[config.mk]
export PLATFORM = sky130hd
export DESIGN_NAME = mem_access_unit
export DESIGN_NICKNAME = d
export VERILOG_FILES = /design/src/rtl/mem_access_unit.sv
export SDC_FILE = /design/constraint.sdc
export NUM_CORES = 1
export LEC_CHECK = 0
export ABC_AREA = 1
export ABC_CLOCK_PERIOD_IN_PS = 2100
export BUFFER_PORTS_ARGS = -buffer_cell sky130_fd_sc_hd__buf_2
export CELL_PAD_IN_SITES_DETAIL_PLACEMENT = 1
export CELL_PAD_IN_SITES_GLOBAL_PLACEMENT = 1
export CORE_MARGIN = 5
export CORE_UTILIZATION = 35
export CTS_BUF_LIST = sky130_fd_sc_hd__clkbuf_4
export CTS_CLUSTER_DIAMETER = 200
export DETAILED_ROUTE_END_ITERATION = 16
export PLACE_DENSITY = 0.8
export SLEW_MARGIN = 15
export SYNTH_ARGS = -nofsm -noshare
export SYNTH_HDL_FRONTEND = slang
export SYNTH_SLANG_ARGS = --single-unit
[constraint.sdc]
create_clock -name clk -period 2.1 [get_ports clk]
set_input_delay 0.21 -clock clk [delete_from_list [all_inputs] [get_ports clk]]
set_output_delay 0.21 -clock clk [all_outputs]
set_load 0.005 [all_outputs]
[src/rtl/mem_access_unit.sv]
// rtl/mem_access_unit.sv - MEM-stage load/store unit on an as_/rw/rdy_ bus, with read-modify-write for sub-word stores
module mem_access_unit #(
    parameter int DATA_W  = 32,
    parameter int ADDR_W  = 30,
    parameter int TIMEOUT = 255,
    localparam int OFF_W  = $clog2(DATA_W / 8),
    localparam int BA_W   = ADDR_W + OFF_W
) (
    input  logic              clk,
    input  logic              reset,
    input  logic              ex_en,
    input  logic [3:0]        ex_mem_op,
    input  logic [DATA_W-1:0] ex_mem_wr_data,
    input  logic [BA_W-1:0]   ex_out,
    input  logic [DATA_W-1:0] rd_data,
    input  logic              rdy_,
    output logic [ADDR_W-1:0] addr,
    output logic              as_,
    output logic              rw,
    output logic [DATA_W-1:0] wr_data,
    output logic              stall,
    output logic [DATA_W-1:0] out,
    output logic              out_valid,
    output logic              miss_align,
    output logic              bus_err
);
    typedef enum logic [1:0] {IDLE, ACC, RMW_RD, RMW_WR} state_t;

    localparam logic [DATA_W-1:0] ONE       = DATA_W'(1);
    localparam logic [15:0]       WAIT_LAST = 16'(TIMEOUT - 1);

    state_t            state, state_nxt;
    logic [15:0]       wait_cnt;
    logic [OFF_W-1:0]  off_q;
    logic [1:0]        sz_q;
    logic              ld_q, sgn_q;
    logic [DATA_W-1:0] st_data_q;

    logic              dec_ld, dec_st, dec_sgn, dec_sub, dec_aligned;
    logic [1:0]        dec_sz;
    logic [OFF_W-1:0]  dec_off;
    logic              accept, timeout_hit;

    logic [6:0]        lane_bits;
    logic [OFF_W+2:0]  bit_off;
    logic [DATA_W-1:0] lane_mask, lane_msb, rd_shift, ld_val, st_mask, merged;

    assign dec_off = ex_out[OFF_W-1:0];

    // dec_sz: 0 byte, 1 half, 2 word, 3 double; 64-bit-only ops decode as NOP on a 32-bit bus
    always_comb begin
        dec_ld  = 1'b0;
        dec_st  = 1'b0;
        dec_sgn = 1'b0;
        dec_sz  = 2'd0;
        case (ex_mem_op)
            4'd1:  begin dec_ld = 1'b1; dec_sz = 2'd0; dec_sgn = 1'b1; end
            4'd2:  begin dec_ld = 1'b1; dec_sz = 2'd1; dec_sgn = 1'b1; end
            4'd3:  begin dec_ld = 1'b1; dec_sz = 2'd2; dec_sgn = 1'b1; end
            4'd4:  begin dec_ld = (DATA_W == 64); dec_sz = 2'd3; end
            4'd5:  begin dec_ld = 1'b1; dec_sz = 2'd0; end
            4'd6:  begin dec_ld = 1'b1; dec_sz = 2'd1; end
            4'd7:  begin dec_ld = (DATA_W == 64); dec_sz = 2'd2; end
            4'd8:  begin dec_st = 1'b1; dec_sz = 2'd0; end
            4'd9:  begin dec_st = 1'b1; dec_sz = 2'd1; end
            4'd10: begin dec_st = 1'b1; dec_sz = 2'd2; end
            4'd11: begin dec_st = (DATA_W == 64); dec_sz = 2'd3; end
            default: ;
        endcase
    end

    always_comb begin
        case (dec_sz)
            2'd0:    dec_aligned = 1'b1;
            2'd1:    dec_aligned = ~dec_off[0];
            2'd2:    dec_aligned = (dec_off[1:0] == 2'b00);
            default: dec_aligned = (dec_off == '0);
        endcase
    end

    assign dec_sub = (DATA_W == 32) ? (dec_sz != 2'd2) : (dec_sz != 2'd3);

    // A full-width lane makes the shifted one fall off the top, so the mask becomes all ones
    always_comb begin
        lane_bits = 7'd8 << sz_q;
        lane_mask = (ONE << lane_bits) - ONE;
        lane_msb  = lane_mask & ~(lane_mask >> 1);
        bit_off   = {off_q, 3'b000};
        rd_shift  = rd_data >> bit_off;
        ld_val    = rd_shift & lane_mask;
        if (sgn_q && |(rd_shift & lane_msb)) begin
            ld_val = ld_val | ~lane_mask;
        end
        st_mask = lane_mask << bit_off;
        merged  = (rd_data & ~st_mask) | ((st_data_q << bit_off) & st_mask);
    end

    always_ff @(posedge clk) begin
        if (reset) begin
            state <= IDLE;
        end else begin
            state <= state_nxt;
        end
    end

    always_comb begin
        state_nxt   = state;
        stall       = 1'b0;
        out         = '0;
        out_valid   = 1'b0;
        miss_align  = 1'b0;
        accept      = 1'b0;
        timeout_hit = 1'b0;
        if (!reset) begin
            case (state)
                IDLE: begin
                    if (ex_en) begin
                        if (!dec_ld && !dec_st) begin
                            out       = DATA_W'(ex_out);
                            out_valid = 1'b1;
                        end else if (!dec_aligned) begin
                            miss_align = 1'b1;
                        end else begin
                            stall     = 1'b1;
                            accept    = 1'b1;
                            state_nxt = (dec_st && dec_sub) ? RMW_RD : ACC;
                        end
                    end
                end
                default: begin
                    if (!rdy_) begin
                        if (state == RMW_RD) begin
                            stall     = 1'b1;
                            state_nxt = RMW_WR;
                        end else begin
                            out_valid = 1'b1;
                            out       = (state == ACC && ld_q) ? ld_val : '0;
                            state_nxt = IDLE;
                        end
                    end else if (wait_cnt == WAIT_LAST) begin
                        timeout_hit = 1'b1;
                        state_nxt   = IDLE;
                    end else begin
                        stall = 1'b1;
                    end
                end
            endcase
        end
    end

    always_ff @(posedge clk) begin
        if (reset) begin
            as_       <= 1'b1;
            rw        <= 1'b1;
            addr      <= '0;
            wr_data   <= '0;
            wait_cnt  <= '0;
            bus_err   <= 1'b0;
            off_q     <= '0;
            sz_q      <= '0;
            ld_q      <= 1'b0;
            sgn_q     <= 1'b0;
            st_data_q <= '0;
        end else begin
            bus_err <= timeout_hit;
            if (state_nxt != state) begin
                wait_cnt <= '0;
            end else if (state != IDLE && rdy_) begin
                wait_cnt <= wait_cnt + 16'd1;
            end
            if (accept) begin
                addr      <= ex_out[BA_W-1:OFF_W];
                off_q     <= dec_off;
                sz_q      <= dec_sz;
                ld_q      <= dec_ld;
                sgn_q     <= dec_sgn;
                st_data_q <= ex_mem_wr_data;
                as_       <= 1'b0;
                rw        <= ~(dec_st && !dec_sub);
                if (dec_st && !dec_sub) begin
                    wr_data <= ex_mem_wr_data;
                end
            end else if (state == RMW_RD && !rdy_) begin
                // as_ stays low: the write phase follows the read back-to-back
                wr_data <= merged;
                rw      <= 1'b0;
            end else if (state != IDLE && state_nxt == IDLE) begin
                as_ <= 1'b1;
                rw  <= 1'b1;
            end
        end
    end
endmodule

==> impl_metrics.tcl, run 1 <==
set metrics [dict create \
    status "finished with violations" \
    violations "negative setup slack" \
    final_nets 1468 \
    grt_max_degree 56 \
    final_cell_mix "242 x nand2_1, 203 x buf_2, 110 x dfxtp_1" \
    synth-seq-area-share 0.3514 \
    dp_cells 1473 \
    power.total_mw 5.771 \
    hold_end "wait_cnt[0]" \
    final.period_utilization 1.286 \
    route.detailed.wl_per_inst_um 23.26 \
    cp-startpoint "off_q[1]" \
    min_path_type "input port to register" \
    instances_no_fill 1644 \
    cts_tree "built" \
    reg2reg_depth 15 \
    path_clk_slew_ns 0.13 \
    yosys.area_share.adder 0.005446 \
    die_h_um 150.3 \
    drt-met1-wl_mm 14.44 \
    wl_met3_mm 2.973 \
    syn_area_um2 6893 \
    whs_ns 0.1052 \
    viasPerCell 5.705 \
    port_buffers 203 \
    final-setup-viol-count 80 \
    cts.sinks 121 \
    io_pins 204 \
    timing.rr.end "wait_cnt[14]" \
    drc 0 \
    top_layer "met5" \
    totalWireLength_mm 38.23 \
    grt_setup_unrepaired "true" \
    synth_flop_cell "dfxtp_1" \
    h-tree-depth 4 \
    syn-instance-count 1037 \
    syn-num-nets 1144 \
    yosysWarnings 0 \
    min_path_cells 4 \
    r2r_slack_ns -0.15 \
    timing.fmax_mhz 370.3 \
    hpwl_mm 20.70 \
    synth_top_family_by_area "simple AND/OR/NAND/NOR gates" \
    r2r-start "state[0]" \
    synth-edff-count 0 \
    finalHoldViolCount 0 \
    grt_pass1_wl_mm 46.35 \
    grt_pass1_vias 8621 \
    cp-end-kind "primary output" \
    finalInstanceArea_um2 10860 \
    ir_drop_mv 0.2908 \
    postLayoutCoreUtil 0.5596 \
    initial_core_util 0.3553 \
    clock-root-buffer "clkbuf_4" \
    worstSkewPairLatency_ns 0.60 \
    timing.final.ws_setup_ns -0.6008 \
    maxCapViolCount 0 \
    row_count 51 \
    layout-drive-gt1-share 0.3916 \
    avgSynthCellArea_um2 6.647 \
    critPathRequiredTime_ns 1.89 \
    die_w_um 150.3 \
    yosysUniqueCellTypes 40 \
    num_vias 9379 \
    hp-start "rdy_" \
    clockBufferDepth 2 \
    arrival_ns 2.49 \
    cp_max_fo 7 \
    mostFrequentLayoutCell "nand2_1" \
    wl_met2_mm 18.85 \
    die-area_um2 22600 \
    design.core.area_um2 19400 \
    area_growth_pct 57.49 \
    ys_ff_latch 121 \
    antenna_found_initial 5 \
    synth-simple-area-share 0.3079 \
    synthMuxAreaShare 0.01144 \
    ant_nets 0 \
    synth_xor_area_frac 0.01906 \
    cts_buffers 17 \
    leakagePower_nw 5.084 \
    drt-initial-drc-count 871 \
    synth-compound-area-share 0.2138 \
    p_per_area_nw_per_um2 531.7 \
    synthArstFlopShare 0 \
    grt_overflow 0 \
    drt_pass1_iterations 7 \
    fin_crit_ns 2.701 \
    placed_area_um2 8277 \
    slew_viol_final 0 \
    clock_skew_ns 0.02444 \
    crit_type "register to primary output" \
    startpoint_type "register" \
    gp_congestion 0.9039 \
    grt_use_total 0.2637 \
]
-- worst max path at each step --
stage / end / slack [ns] / depth (start not counted)
3_5_place_dp: out[25] / -0.05 / 12
4_1_cts: out[19] / -0.35 / 11
2_1_floorplan: out[20] / 0.24 / 12
6_report: out[26] / -0.60 / 10
5_1_grt: out[21] / -0.85 / 11
3_3_place_gp: out[26] / -0.02 / 11
-- stage by stage --
step                worst slack, ns  TNS [ns]
floorplan                    0.2406         0
CTS                         -0.3467    -8.685
global route                -0.8456    -30.76
global placement           -0.01856  -0.03080
finish                      -0.6008    -19.20
detailed placement         -0.04821   -0.2382
-- cell type report --
cell class / count / area (um^2)
Tap cell: 265 / 331.6
Fill cell: 2437 / 8543
Inverter: 64 / 252.7
Multi-Input combinational cell: 779 / 4577
Sequential cell: 121 / 2444
Antenna cell: 5 / 12.51
Clock inverter: 13 / 130.1
Clock buffer: 19 / 142.6
Timing Repair Buffer: 378 / 2965
-- sequential cells by signal, indices dropped and copies added, names as in the netlist --
name	flops
bus_err	1
addr	30
st_data_q	32
as_	1
ld_q	1
rw	1
state	2
sgn_q	1
off_q	2
sz_q	2
wr_data	32
wait_cnt	16
-- power by group --
| part | internal (mW) | switching [mW] |
|---|---|---|
| Sequential | 2.37 | 0.0617 |
| Clock | 0.717 | 1.03 |
| Combinational | 0.658 | 0.931 |
| Total | 3.74 | 2.03 |
-- cell usage after synthesis, types with 8 or more instances --
cell type / instances / area, um^2
nand2_1: 271 / 1017
dfxtp_1: 121 / 2422
o21ai_0: 113 / 565.5
nor2_1: 111 / 416.7
nand3_1: 83 / 415.4
a21oi_1: 66 / 330.3
inv_1: 57 / 214.0
clkbuf_1: 31 / 116.4
buf_2: 24 / 120.1
o211a_1: 24 / 240.2
o211ai_1: 22 / 165.2
nor2_2: 14 / 87.58
o21ai_1: 9 / 45.04
buf_4: 8 / 60.06
xnor2_1: 8 / 70.07
-- cell families (layout without fill, tap and decap cells) --
logic type / count (synthesis) / count (layout)
simple gates: 504 / 505
compound gates: 248 / 248
buf+inv: 138 / 474
flops: 121 / 121
xor+xnor: 15 / 15
mux: 7 / 7
fa+ha+maj: 3 / 3
other cells: 1 / 6
-- timing repair --
| item | 4_1_cts | 5_1_grt |
|---|---|---|
| gates cloned | 3 | 17 |
| buffers inserted | 22 | 30 |
| hold buffers | 66 | 0 |
| setup endpoints to repair | 35 | 97 |
| endpoints found under the hold margin | 80 | 0 |
| resized for setup | 100 | 150 |
| pin swaps | 16 | 47 |
-- worst max-delay path: stages, from the launching register on --
cell and delay, ns:
dfxtp_4 0.39, inv_2 0.14, nand2_1 0.13, nor3_1 0.22
o21ai_1 0.09, nand4_1 0.12, nand2_2 0.12, nand2_4 0.14
nand3_1 0.11, a21oi_2 0.27, buf_2 0.18
-- routing by layer --
layer,vias up,track usage
met4,2,0.09790
met5,-,0
met3,159,0.05298
li1,4102,-
met1,4593,0.3193
met2,523,0.4609
(Power assumes the default switching activity.)
==> inputs of run 2 (changes only) <==
- HOLD_SLACK_MARGIN: not set -> 0.03
- MAX_ROUTING_LAYER: not set -> met4
==> run 2 against run 1 <==
The run still ends with negative setup slack left. Clock-buffer cell count down 2. Critical path depth up 2. Core utilization down 2.0 points. Wire length down 6.4%. Critical path type unchanged. Critical endpoint is now out[27]. Largest power group unchanged.
==> impl_metrics.tcl, run 2 (synthesis results as in run 1) <==
set metrics [dict create \
    status "finished with violations" \
    violations "negative setup slack" \
    initial_core_util 0.3553 \
    grt_pass1_vias 8768 \
    tns_ns -15.17 \
    fin_crit_ns 2.647 \
    leakagePower_nw 4.916 \
    drt_pass1_iterations 8 \
    die_w_um 150.3 \
    reg_top3 "st_data_q x32, wr_data x32, addr x30" \
    maxCapViolCount 0 \
    cp-startpoint "off_q[0]" \
    crit_chain "nand2_4 -> o21ai_4 -> nor2_2 -> a21oi_2 -> nand2_1 -> nand4_1 -> nand2_2 -> nand2_4 -> buf_4 -> nand3_2 -> a21oi_2 -> buf_2" \
    critPathRequiredTime_ns 1.89 \
    ir_drop_mv 0.3386 \
    reg2reg_depth 14 \
    crit_family "simple AND/OR/NAND/NOR gates" \
    timing.fmax_mhz 377.7 \
    final_nets 1450 \
    slew_headroom 0.6343 \
    mostFrequentLayoutCell "nand2_1" \
    cp_slowest_cell "dfxtp_4" \
    die-area_um2 22600 \
    port_buffers 203 \
    gp_congestion 0.8850 \
    clock-root-buffer "clkbuf_4" \
    antenna_found_initial 5 \
    clock_skew_ns 0.02002 \
    die_h_um 150.3 \
    io_pins 204 \
    max_stage_delay_ns 0.50 \
    arrival_ns 2.44 \
    grt_max_degree 57 \
    crit_type "register to primary output" \
    design.core.area_um2 19400 \
    viasPerCell 5.563 \
    endpoint "out[27]" \
    grt_overflow 0 \
    r2r-start "state[0]" \
    path_clk_slew_ns 0.12 \
    h-tree-depth 4 \
    timing.rr.end "wait_cnt[13]" \
    finalHoldViolCount 0 \
    crit_cells 12 \
    num_vias 9040 \
    cp-end-kind "primary output" \
    layout-drive-gt1-share 0.3469 \
    drc 0 \
    slew_viol_final 0 \
    clockBufferDepth 2 \
    cts_buffers 17 \
    area_growth_pct 51.75 \
    drt-initial-drc-count 758 \
    ant_nets 0 \
    r2r_slack_ns -0.12 \
    critical_path_buf_inv_count 2 \
    route.detailed.wl_per_inst_um 22.02 \
    worstSkewPairLatency_ns 0.58 \
    tightest_slew_ns 0.5428 \
    totalWireLength_mm 35.79 \
    cts_tree "built" \
    final.period_utilization 1.261 \
    row_count 51 \
    final_cell_mix "255 x nand2_1, 203 x buf_2, 109 x dfxtp_1" \
    grt_pass1_wl_mm 46.82 \
    nFillCells 2509 \
    startpoint_type "register" \
    p_per_area_nw_per_um2 557.0 \
    timing.final.ws_setup_ns -0.5475 \
    power.total_mw 5.826 \
    hpwl_mm 20.87 \
    min_path_type "input port to register" \
    grt_use_total 0.2701 \
    grt_setup_unrepaired "true" \
    final-setup-viol-count 53 \
    cp_max_fo 8 \
    cts.sinks 121 \
    hp-start "ex_mem_op[0]" \
]
==> run 2: changes by cell type in the layout (fill, tap and decap cells not counted), sizes merged <==
cell and delta:
bufbuf +1, bufinv +2, clkinv +1, buf -13, clkbuf -7, clkinvlp -2
nand3 -1
==> run 2: routing by layer <==
layer / vias to the layer above / track usage / wire length [um]
li1: 4064 / - / -
met1: 4388 / 0.3178 / 13900
met2: 448 / 0.4593 / 17710
met3: 140 / 0.04997 / 2538
met4: 0 / 0.1011 / 1642
met5: - / - / 0
==> run 2: worst register-to-register path, delay by kind of cell, from the launching register on <==
kind / cells / cell delay, ns
and+or+nand+nor: 8 / 0.87
buffers and inverters: 5 / 0.66
DFF: 1 / 0.38
AOI/OAI and AO/OA: 1 / 0.26
==> run 2: power by group <==
group          internal (mW)  switching, mW  total [mW]
logic                  0.616          0.871        1.49
registers               2.37         0.0606        2.43
clock network          0.922          0.987        1.91
total                   3.91           1.92        5.83
==> run 2: per-stage QoR <==
step | setup WS (ns) | utilization | instances | cell area, um^2 | hold WS (ns)
final | -0.5475 | 0.5392 | 1625 | 10460 | 0.08590
after floorplan | 0.2406 | - | 1037 | 6893 | 0.3449
after global routing | -0.6003 | 0.5392 | 1625 | 10460 | 0.09022
after global placement | -0.08035 | 0.4264 | 1469 | 8272 | 0.4508
after detailed placement | -0.07953 | 0.4264 | 1469 | 8272 | 0.4599
after CTS | -0.3163 | 0.4995 | 1586 | 9689 | 0.03930
==> run 2: what timing repair did <==
item,CTS,global route
hold buffers,66,0
pin swaps,14,25
endpoints found under the hold margin,83,0
cloned,2,8
endpoints found under the setup margin,35,87
buffers inserted,19,26
gates resized for setup,88,87
==> run 2: cell type report <==
type	instances	area (um^2)	area share
inverters	64	250.2	0.02392
diodes	5	12.51	0.001196
well taps	265	331.6	0.03170
clock inverters	14	181.4	0.01734
flip-flops and latches	121	2445	0.2337
repair buffers	361	2740	0.2620
clock buffers	17	127.6	0.01220
multi-input cells	778	4372	0.4179
==> run 2: worst min path at each step <==
stage,slack [ns],depth (start not counted),endpoint
2_1_floorplan,0.34,2,addr[0]
3_3_place_gp,0.45,3,addr[8]
3_5_place_dp,0.46,2,st_data_q[31]
4_1_cts,0.04,4,ld_q
5_1_grt,0.09,4,ld_q
6_report,0.09,4,ld_q
==> inputs of run 3 (changes only) <==
- ABC_CLOCK_PERIOD_IN_PS: 2100 -> 3400
- CAP_MARGIN: not set -> 10
- SKIP_LAST_GASP: not set -> 1
- clock period: 2.1 -> 3.4 ns (I/O delays scaled with it)
==> run 3 against run 2 <==
The flow now finishes without violations. Global-route usage is 1.9 points lower. Combinational power decreased by 56%. Wire length down 22%. Design area is 15% lower. Sequential cell count is the same. Sequential power down 38%. Via count fell by 12%. Largest cell class unchanged.
==> impl_metrics.tcl, run 3 (synthesis results as in run 1) <==
set metrics [dict create \
    row_count 51 \
    p_per_area_nw_per_um2 398.1 \
    arrival_ns 2.74 \
    p_int_mw 2.460 \
    viasPerCell 5.167 \
    clock_skew_ns 0.02350 \
    initial_core_util 0.3553 \
    min_path_type "input port to register" \
    drt_pass1_iterations 5 \
    placed_area_um2 7986 \
    num_vias 7941 \
    grt_overflow 0 \
    final_nets 1357 \
    final_cell_mix "270 x nand2_1, 203 x buf_2, 119 x dfxtp_1" \
    final.period_utilization 0.9048 \
    port_buffers 203 \
    path_clk_slew_ns 0.13 \
    fin_crit_ns 3.076 \
    cp_max_fo 32 \
    cp-end-kind "primary output" \
    clock-root-buffer "clkbuf_4" \
    crit_type "register to primary output" \
    reg_top3 "st_data_q x32, wr_data x32, addr x30" \
    timing.rr.end "wr_data[1]" \
    design.core.area_um2 19400 \
    status "complete, no violations" \
    switching_power_mw 1.082 \
    tightest_slew_ns 0.8713 \
    h-tree-depth 4 \
    clockBufferDepth 2 \
    drt-initial-drc-count 471 \
    cts_buffers 17 \
    area_growth_pct 29.04 \
    worstSkewPairLatency_ns 0.59 \
    startpoint_type "register" \
    crit_family "compound AO/OA/AOI/OAI gates" \
    cts_setup_buffers 0 \
    critical_path_buf_inv_count 2 \
    finalInstanceArea_um2 8895 \
    maxCapViolCount 0 \
    power.share.switching 0.3055 \
    cts.sinks 121 \
    cts_tree "built" \
    gp_congestion 0.8960 \
    leakagePower_nw 4.328 \
    die_w_um 150.3 \
    reg2reg_depth 11 \
    grt_max_degree 94 \
    cp_slowest_cell "dfxtp_1" \
    grt_setup_unrepaired "false" \
    hpwl_mm 20.27 \
    crit_chain "buf_4 -> o21ai_0 -> o21ai_0 -> nand4_1 -> nand2_1 -> nand2_1 -> nand3_1 -> a21oi_1 -> buf_2" \
    drc 0 \
    crit_cells 9 \
    die-area_um2 22600 \
    seqPwrFrac 0.423 \
    cp-startpoint "off_q[1]" \
    io_pins 204 \
    critPathRequiredTime_ns 3.06 \
    antenna_found_initial 5 \
    ir_drop_mv 0.1777 \
    grt_pass1_vias 8208 \
    finalHoldViolCount 0 \
    slew_headroom 0.4185 \
    grt_use_total 0.2515 \
    endpoint "out[10]" \
    mostFrequentLayoutCell "nand2_1" \
    route.detailed.wl_per_inst_um 18.21 \
    r2r_slack_ns 0.80 \
    grt_pass1_wl_mm 43.37 \
    final-setup-viol-count 0 \
    power_frac_clock 0.391 \
    combinationalPowerShare 0.186 \
    totalWireLength_mm 27.99 \
    r2r-start "state[0]" \
    timing.fmax_mhz 325.1 \
    ant_nets 0 \
    tns_ns 0 \
    slew_viol_final 0 \
    max_stage_delay_ns 0.38 \
    die_h_um 150.3 \
    layout-drive-gt1-share 0.2352 \
]
## run 3: cell types whose count changed in the layout (fill, tap and decap cells not counted), sizes merged
cell,change
buf,-71
dlygate4sd3,-16
clkbuf,-4
diode,+4
bufinv,+2
clkinv,-2
clkinvlp,-2
inv,+2
bufbuf,-1
## run 3: worst min-delay path by stage
stage | slack (ns) | start | to | cells past startpoint
global placement | 0.45 | st_data_q[24] | st_data_q[24] | 2
finish | 0.04 | ex_out[2] | addr[0] | 3
CTS | 0.04 | ex_mem_wr_data[16] | st_data_q[16] | 3
global route | 0.03 | ex_out[2] | addr[0] | 3
detailed placement | 0.46 | st_data_q[24] | st_data_q[24] | 2
floorplan | 0.44 | st_data_q[24] | st_data_q[24] | 2
## run 3: worst reg2reg max path: cells and delay by family, from the launching register on
family / cells / cell delay, ns
DFF: 1 / 0.37
and+or+nand+nor: 6 / 0.91
AOI/OAI and AO/OA: 2 / 0.30
buffers and inverters: 3 / 0.94
## run 3: timing repair
| action | in CTS | in global routing |
|---|---|---|
| gates resized for setup | 0 | 2 |
| hold buffers | 50 | 0 |
| setup endpoints to repair | 0 | 22 |
| endpoints found under the hold margin | 50 | 0 |
## run 3: routing by layer
layer | wire length, um | up-vias | global-route usage
li1 | - | 3869 | -
met1 | 11910 | 3783 | 0.2965
met2 | 13680 | 237 | 0.4200
met3 | 1702 | 52 | 0.05960
met4 | 692 | 0 | 0.08829
met5 | 0 | - | -
## run 3: power by group through the flow
stage               logic [mW]  clock network, mW  registers, mW
global placement         0.594                  0           1.53
detailed placement       0.604                  0           1.53
finish                   0.657               1.38           1.50
global route             0.727               1.47           1.51
floorplan                0.363                  0           1.52
CTS                      0.653               1.41           1.50
## run 3: area by class of cell
type,count,area [um^2]
Tap cell,265,331.6
Sequential cell,121,2425
Timing Repair Buffer,268,1645
Clock inverter,14,245.2
Clock buffer,18,135.1
Inverter,64,240.2
Antenna cell,9,22.52
Multi-Input combinational cell,778,3850
Fill cell,2654,10500
## run 3: per-stage QoR
stage / setup WS, ns / hold WS (ns) / power [mW] / util / instances
finish: 0.3237 / 0.04149 / 3.541 / 0.4585 / 1537
detailed placement: 0.7768 / 0.4629 / 2.134 / 0.4117 / 1446
floorplan: 1.411 / 0.4393 / 1.883 / - / 1037
global placement: 0.9002 / 0.4535 / 2.122 / 0.4117 / 1446
CTS: 0.2141 / 0.03518 / 3.560 / 0.4571 / 1528
global route: 0.06864 / 0.02783 / 3.700 / 0.4581 / 1534
